## config.mk

```make
export PLATFORM = sky130hd
export DESIGN_NAME = cpu_write_capture
export DESIGN_NICKNAME = d
export VERILOG_FILES = /design/src/rtl/cpu_write_capture.sv
export SDC_FILE = /design/constraint.sdc
export NUM_CORES = 1
export LEC_CHECK = 0
export CAP_MARGIN = 30
export CORE_ASPECT_RATIO = 0.8
export CORE_MARGIN = 4
export CORE_UTILIZATION = 40
export CTS_BUF_LIST = sky130_fd_sc_hd__clkbuf_8
export CTS_CLUSTER_SIZE = 14
export DETAILED_ROUTE_END_ITERATION = 7
export REMOVE_ABC_BUFFERS = 1
export SYNTH_ARGS = -nofsm -noshare
export SYNTH_HDL_FRONTEND = slang
export SYNTH_SLANG_ARGS = --single-unit
```

## constraint.sdc

```tcl
create_clock -name clk -period 4 [get_ports clk]
set_input_delay 0.8 -clock clk [delete_from_list [all_inputs] [get_ports clk]]
set_output_delay 0.8 -clock clk [all_outputs]
set_load 0.02 [all_outputs]
```

## src/rtl/cpu_write_capture.sv

```systemverilog
// ---------------------------------------------------------------------------
// cpu_write_capture
//
// Front end for the mapper bank registers. The asynchronous NES CPU bus is
// oversampled with the fast system clock. Each genuine CPU write to
// $8000-$FFFF becomes one clean single-clock transaction {address, data}. The
// transaction is queued in a 2-entry FIFO and handed out over a valid/ready
// interface. Mapper register logic consumes these transactions instead of
// clocking on romsel edges.
//
// Parameters:
//   SYNC_STAGES   synchronizer depth on m2/romsel/cpu_rw_in (2..4)
//   SETTLE_CYCLES clk cycles after the synced m2 rise before the address and
//                 data buses are sampled (1..15)
//
// Ports:
//   clk          in   system clock (at least 8x the m2 frequency)
//   rst          in   synchronous, active-high reset
//   m2           in   CPU phi2, asynchronous
//   romsel       in   CPU /ROMSEL, active low, asynchronous
//   cpu_rw_in    in   CPU R/W, 0 = write
//   cpu_addr_in  in   CPU A14..A0, sampled only at the capture point
//   cpu_data_in  in   CPU data bus, sampled only at the capture point
//   rom_data     in   PRG flash output (only with BUS_CONFLICT_EN)
//   wr_valid     out  FIFO head holds a captured write
//   wr_ready     in   consumer accepts the head this cycle
//   wr_addr      out  captured A14..A0 at the FIFO head
//   wr_data      out  captured data at the FIFO head
//   overflow     out  sticky: a write was dropped because the FIFO was full
//
// Optional feature macro: BUS_CONFLICT_EN
//   When defined, the rom_data port is added. The captured data is then
//   cpu_data_in & rom_data, which emulates discrete-logic bus conflicts.
//   When undefined, the captured data is cpu_data_in unmodified.
// ---------------------------------------------------------------------------
module cpu_write_capture #(
  parameter int SYNC_STAGES   = 2,
  parameter int SETTLE_CYCLES = 4
) (
  input  logic        clk,
  input  logic        rst,
  input  logic        m2,
  input  logic        romsel,
  input  logic        cpu_rw_in,
  input  logic [14:0] cpu_addr_in,
  input  logic [7:0]  cpu_data_in,
`ifdef BUS_CONFLICT_EN
  input  logic [7:0]  rom_data,
`endif
  output logic        wr_valid,
  input  logic        wr_ready,
  output logic [14:0] wr_addr,
  output logic [7:0]  wr_data,
  output logic        overflow
);

  typedef enum logic [1:0] {
    IDLE,
    SETTLE,
    HOLD
  } state_t;

  localparam logic [3:0] SETTLE_LOAD = 4'(SETTLE_CYCLES - 1);

  logic [SYNC_STAGES-1:0] m2_sync;
  logic [SYNC_STAGES-1:0] romsel_sync;
  logic [SYNC_STAGES-1:0] rw_sync;
  logic [SYNC_STAGES-1:0] vld_sync;

  logic m2_s;
  logic romsel_s;
  logic rw_s;
  logic m2_prev;
  logic armed;
  logic m2_rise;
  logic m2_fall;

  state_t state;
  state_t next_state;
  logic [3:0] cnt;
  logic [3:0] next_cnt;
  logic capture;

  logic [7:0]  cap_data;
  logic [22:0] fifo_mem [2];
  logic        rd_ptr;
  logic        wr_ptr;
  logic [1:0]  count;
  logic        pop;
  logic        push_ok;
  logic        drop;

  // vld_sync shifts in ones alongside the bus synchronizers. When its top bit
  // is set, every synchronizer stage holds a real sample rather than a reset
  // value.
  always_ff @(posedge clk) begin
    if (rst) begin
      m2_sync     <= '0;
      romsel_sync <= '0;
      rw_sync     <= '0;
      vld_sync    <= '0;
    end else begin
      m2_sync     <= {m2_sync[SYNC_STAGES-2:0], m2};
      romsel_sync <= {romsel_sync[SYNC_STAGES-2:0], romsel};
      rw_sync     <= {rw_sync[SYNC_STAGES-2:0], cpu_rw_in};
      vld_sync    <= {vld_sync[SYNC_STAGES-2:0], 1'b1};
    end
  end

  assign m2_s     = m2_sync[SYNC_STAGES-1];
  assign romsel_s = romsel_sync[SYNC_STAGES-1];
  assign rw_s     = rw_sync[SYNC_STAGES-1];

  // After reset the synchronizer refills from 0. If m2 was already high,
  // this would look like a rise. Rise detection is therefore armed only after
  // a genuine low m2 has been seen, so a partial m2 phase is never captured.
  always_ff @(posedge clk) begin
    if (rst) begin
      m2_prev <= 1'b0;
      armed   <= 1'b0;
    end else begin
      m2_prev <= m2_s;
      if (vld_sync[SYNC_STAGES-1] && !m2_s)
        armed <= 1'b1;
    end
  end

  assign m2_rise = armed & m2_s & ~m2_prev;
  assign m2_fall = ~m2_s & m2_prev;

  always_ff @(posedge clk) begin
    if (rst) begin
      state <= IDLE;
      cnt   <= '0;
    end else begin
      state <= next_state;
      cnt   <= next_cnt;
    end
  end

  // A runt m2 pulse (m2 drops during SETTLE) aborts without capturing.
  // HOLD ensures at most one capture per m2 high phase.
  always_comb begin
    next_state = state;
    next_cnt   = cnt;
    capture    = 1'b0;
    case (state)
      IDLE: begin
        if (m2_rise) begin
          next_cnt   = SETTLE_LOAD;
          next_state = SETTLE;
        end
      end
      SETTLE: begin
        if (!m2_s) begin
          next_state = IDLE;
        end else if (cnt != 4'd0) begin
          next_cnt = cnt - 4'd1;
        end else begin
          capture    = ~romsel_s & ~rw_s;
          next_state = HOLD;
        end
      end
      HOLD: begin
        if (m2_fall)
          next_state = IDLE;
      end
      default: next_state = IDLE;
    endcase
  end

`ifdef BUS_CONFLICT_EN
  assign cap_data = cpu_data_in & rom_data;
`else
  assign cap_data = cpu_data_in;
`endif

  // When the FIFO is full and a pop occurs, wr_ptr equals rd_ptr. The new
  // entry lands in the slot being vacated by the pop.
  assign pop     = wr_valid & wr_ready;
  assign push_ok = capture & ((count != 2'd2) | pop);
  assign drop    = capture & (count == 2'd2) & ~pop;

  always_ff @(posedge clk) begin
    if (rst) begin
      fifo_mem[0] <= '0;
      fifo_mem[1] <= '0;
      rd_ptr      <= 1'b0;
      wr_ptr      <= 1'b0;
      count       <= 2'd0;
      overflow    <= 1'b0;
    end else begin
      if (push_ok) begin
        fifo_mem[wr_ptr] <= {cpu_addr_in, cap_data};
        wr_ptr           <= ~wr_ptr;
      end
      if (pop)
        rd_ptr <= ~rd_ptr;
      case ({push_ok, pop})
        2'b10:   count <= count + 2'd1;
        2'b01:   count <= count - 2'd1;
        default: count <= count;
      endcase
      if (drop)
        overflow <= 1'b1;
    end
  end

  assign wr_valid          = (count != 2'd0);
  assign {wr_addr, wr_data} = fifo_mem[rd_ptr];

endmodule

```

==> run summary <==
Broken down by cell family, the worst path's largest delay share belongs to buffers and inverters. The worst setup path is launched from a flop. Entering global routing, the biggest net connects 24 pins.

The logs give 3.20 ns for the required time of the critical path and 307 for the number of nets in the finished design. The signal on the critical path passes through buf_4 -> mux2_2 -> clkdlybuf4s50_1. Summed over all cells, the static leakage comes to 1.39 nW. In the post-synthesis netlist, the cell with the most instances is sky130_fd_sc_hd__and2_1.

For the via count of the first global-routing pass, the log shows 1795. Total power for the finished layout comes to 1.36 mW. The number of port buffers was 53; the count of endpoints failing setup in the final report was 0. Global routing used 13.0% of the available tracks across all layers. The most used flip-flop cell after synthesis is sky130_fd_sc_hd__edfxtp_1.

From bottom edge to top edge, the die measures 84.6 um. The first detailed-routing pass ran for 4 iterations. For the largest voltage drop on the vdd net, the log shows 0.000166 V. The maximum clock insertion buffer count was 2; the count of buffer and inverter cells on the critical path was 2. The global-route wire length before repair was 8810 um; the synthesized area per cell was 13.5 um2. The number of sinks handled by clock tree synthesis is 68, and the number of unique standard cell types used by synthesis is 36. The tool flagged a number of max-cap violations equal to 0. The actual slew at the worst max-slew pin was 0.756 ns. For the initial core utilization, the log shows 41.9%.

In the final routed layout, each cell accounts on average for 14.4 um. In this run the tightest slew margin relative to its limit is 49.4%. In this run the worst path has a maximum fanout of 23. The cell area after synthesis came out at 2930 um2.

Counting flops and latches in the post-synthesis netlist gives 68. After clock tree synthesis, the repair step resized 0 gates. The CTS clock-pin slew for the worst setup and hold paths was 0.07 ns; the total cell area at the placement stage was 3540 um2.

The logs give 3550 um for the HPWL after detailed placement and 27 for the row count. The delay of the slowest cell on the worst path came out at 0.54 ns. The number of setup buffers added after CTS is 0.

Dividing total power by cell area gives a power density of 366 nW/um2. The run gives 0.375 GHz as the peak clock frequency supported by timing. Proportion of layout cells with a drive suffix above 1: 17.1%. Counting every instance in the synthesized netlist gives 218. Relative to the synthesized area, the layout overhead comes to 26.7%. The logs give 623 for the number of fill cells in the layout and 0 for the count of hold-fix buffers inserted at cts. The worst path in the final design needs a cycle of 2.66 ns, including I/O delays and setup. In this run the worst hold path is classified as flop to flop. In the finished design, the share of the clock period the worst path needs comes to 66.6%. After detailed routing, the number of remaining DRC violations is 0. The width of the die is 104 um.

The biggest area contributor in the post-synthesis netlist is sky130_fd_sc_hd__edfxtp_1. TritonCTS built the clock tree. Standard cell with the maximum stage delay on the critical path: sky130_fd_sc_hd__clkdlybuf4s50_1. During I/O placement, the number of pins put on the boundary was 54. Initial detailed-routing violation count: 42. In this run the clock root is driven by a sky130_fd_sc_hd__clkbuf_8. The average via count per standard cell works out to 4.77. The routability-driven placement congestion ratio was 0.732. 0 antenna diodes ended up in the layout. Of all flip-flops after synthesis, the portion carrying an async set or reset was 0%. Nature of the critical path endpoint: an output port.

The number of antenna violations at the first check in global routing is 0. In the post-synthesis netlist, the biggest area contributors are sky130_fd_sc_hd__edfxtp_1 (47%), sky130_fd_sc_hd__dfxtp_1 (15%), sky130_fd_sc_hd__and2_1 (10%), sky130_fd_sc_hd__mux2_2 (8.8%), sky130_fd_sc_hd__nor2b_1 (1.9%). Detailed-route via count: 1757. The number of enable-type register cells in the synthesized netlist was 46; the number of endpoints with negative hold slack in the final report was 0.

The final core utilization is 53.1%, and the number of max-slew violations in the final report is 0. Setup repair after global routing left no endpoint under its margin. Hold is met by 0.435 ns.

The tools report the post-route setup TNS as 0 ns. CTS built an H-tree with a depth of 3. For the sequential share of the synthesized area, the log shows 62.1%.

By count the netlist is led by sky130_fd_sc_hd__and2_1 (47), sky130_fd_sc_hd__edfxtp_1 (46), sky130_fd_sc_hd__mux2_2 (23). The remaining antenna violation count after routing was 0. The logs give 0.0126 ns for the final worst clock skew and 0.34 ns for the clock latency on the worst-skew pair.

After routing the design area is 3710 um2. By startpoint and endpoint, the worst setup path is classified as flop to output port. The core region is 6990 um2. The wire length after detailed routing was 5320 um; the area enclosed by the die boundary was 8770 um2.

The signal arrival time at the worst endpoint was 1.86 ns; the aggregate global routing overflow was 0. The flow ran to the end, and the final reports show no timing, DRC or antenna violations. The run gives 0 as the count of synthesis-stage warnings from yosys. TritonCTS created 9 clock buffers.

In this run the biggest area consumer among cell types represents 47.1% of the synthesized area.
## path summary, 6_finish.rpt
kind | startpoint | endpoint | slack, ns | cells after the start
worst min register to register | m2_sync[0]$_SDFF_PP0_ | m2_sync[1]$_SDFF_PP0_ | 0.43 | 1
worst max register to register | cnt[0]$_SDFFE_PP0P_ | fifo_mem[1][17]$_SDFFCE_PN0P_ | 1.62 | 6
worst min-delay path | m2_sync[0]$_SDFF_PP0_ | m2_sync[1]$_SDFF_PP0_ | 0.43 | 1
worst max-delay path | flop | wr_addr[9] | 1.34 | 3
## cells in the final DEF (no fill, tap or decap), drive strengths merged, types with 2 or more instances in the layout
cell type / Yosys / routed
inv: 7 / 10
a221oi: 2 / 2
clkbuf: 5 / 11
buf: 5 / 4
and2: 47 / 47
clkdlybuf4s50: 0 / 53
nand3: 4 / 4
a21o: 3 / 3
nor2: 8 / 8
a211oi: 3 / 3
dfxtp: 22 / 22
mux2: 23 / 23
clkinv: 0 / 2
edfxtp: 46 / 46
xnor2: 3 / 3
ha: 2 / 2
nor2b: 9 / 9
a21oi: 4 / 4
o21ai: 6 / 6
nor3: 3 / 3
## sequential cells by signal (all words and copies together), names as in the netlist, named ones only
| register | count |
|---|---|
| armed | 1 |
| cnt | 4 |
| count | 2 |
| fifo_mem | 46 |
| m2_prev | 1 |
| m2_sync | 2 |
| overflow | 1 |
| rd_ptr | 1 |
| romsel_sync | 2 |
| rw_sync | 2 |
| state | 2 |
| vld_sync | 2 |
| wr_ptr | 1 |
## stage by stage
stage	instances	setup slack (ns)
floorplan	208	0.776
global placement	352	1.19
detailed placement	352	1.14
CTS	368	1.30
global route	368	1.21
finish	368	1.34
## report_power, final
part / switching, mW / total, mW / internal [mW]
registers: 0.00736 / 0.777 / 0.769
logic: 0.0453 / 0.0988 / 0.0535
clock network: 0.236 / 0.486 / 0.250
## cell families after synthesis
group	synth area share, %
xor gates and xnor gates	1.19
muxes	8.83
buffers and inverters	3.20
and+or+nand+nor	18.4
adders and majority gates	0.853
AOI/OAI and AO/OA	5.42
DFF	62.1
## per-layer routing
| metal | part of all wire, % | track usage, % | routed length (um) |
|---|---|---|---|
| met1 | 45 | 15.9 | 2370 |
| met3 | 5.1 | 5.15 | 271 |
| met5 | 0 | 0 | 0 |
| met2 | 50 | 21.0 | 2630 |
| met4 | 0.75 | 5.07 | 40 |
## layout make-up
class | instances | area [um2] | area share, %
inverter | 7 | 26.3 | 0.707
tap | 87 | 109 | 2.93
timing repair buffer | 57 | 561 | 15.1
clock buffer | 11 | 151 | 4.08
sequential | 68 | 1820 | 49.0
multi-input combinational | 133 | 1020 | 27.6
clock inverter | 5 | 21.3 | 0.573
No activity file was read; power rests on OpenSTA's default activity.
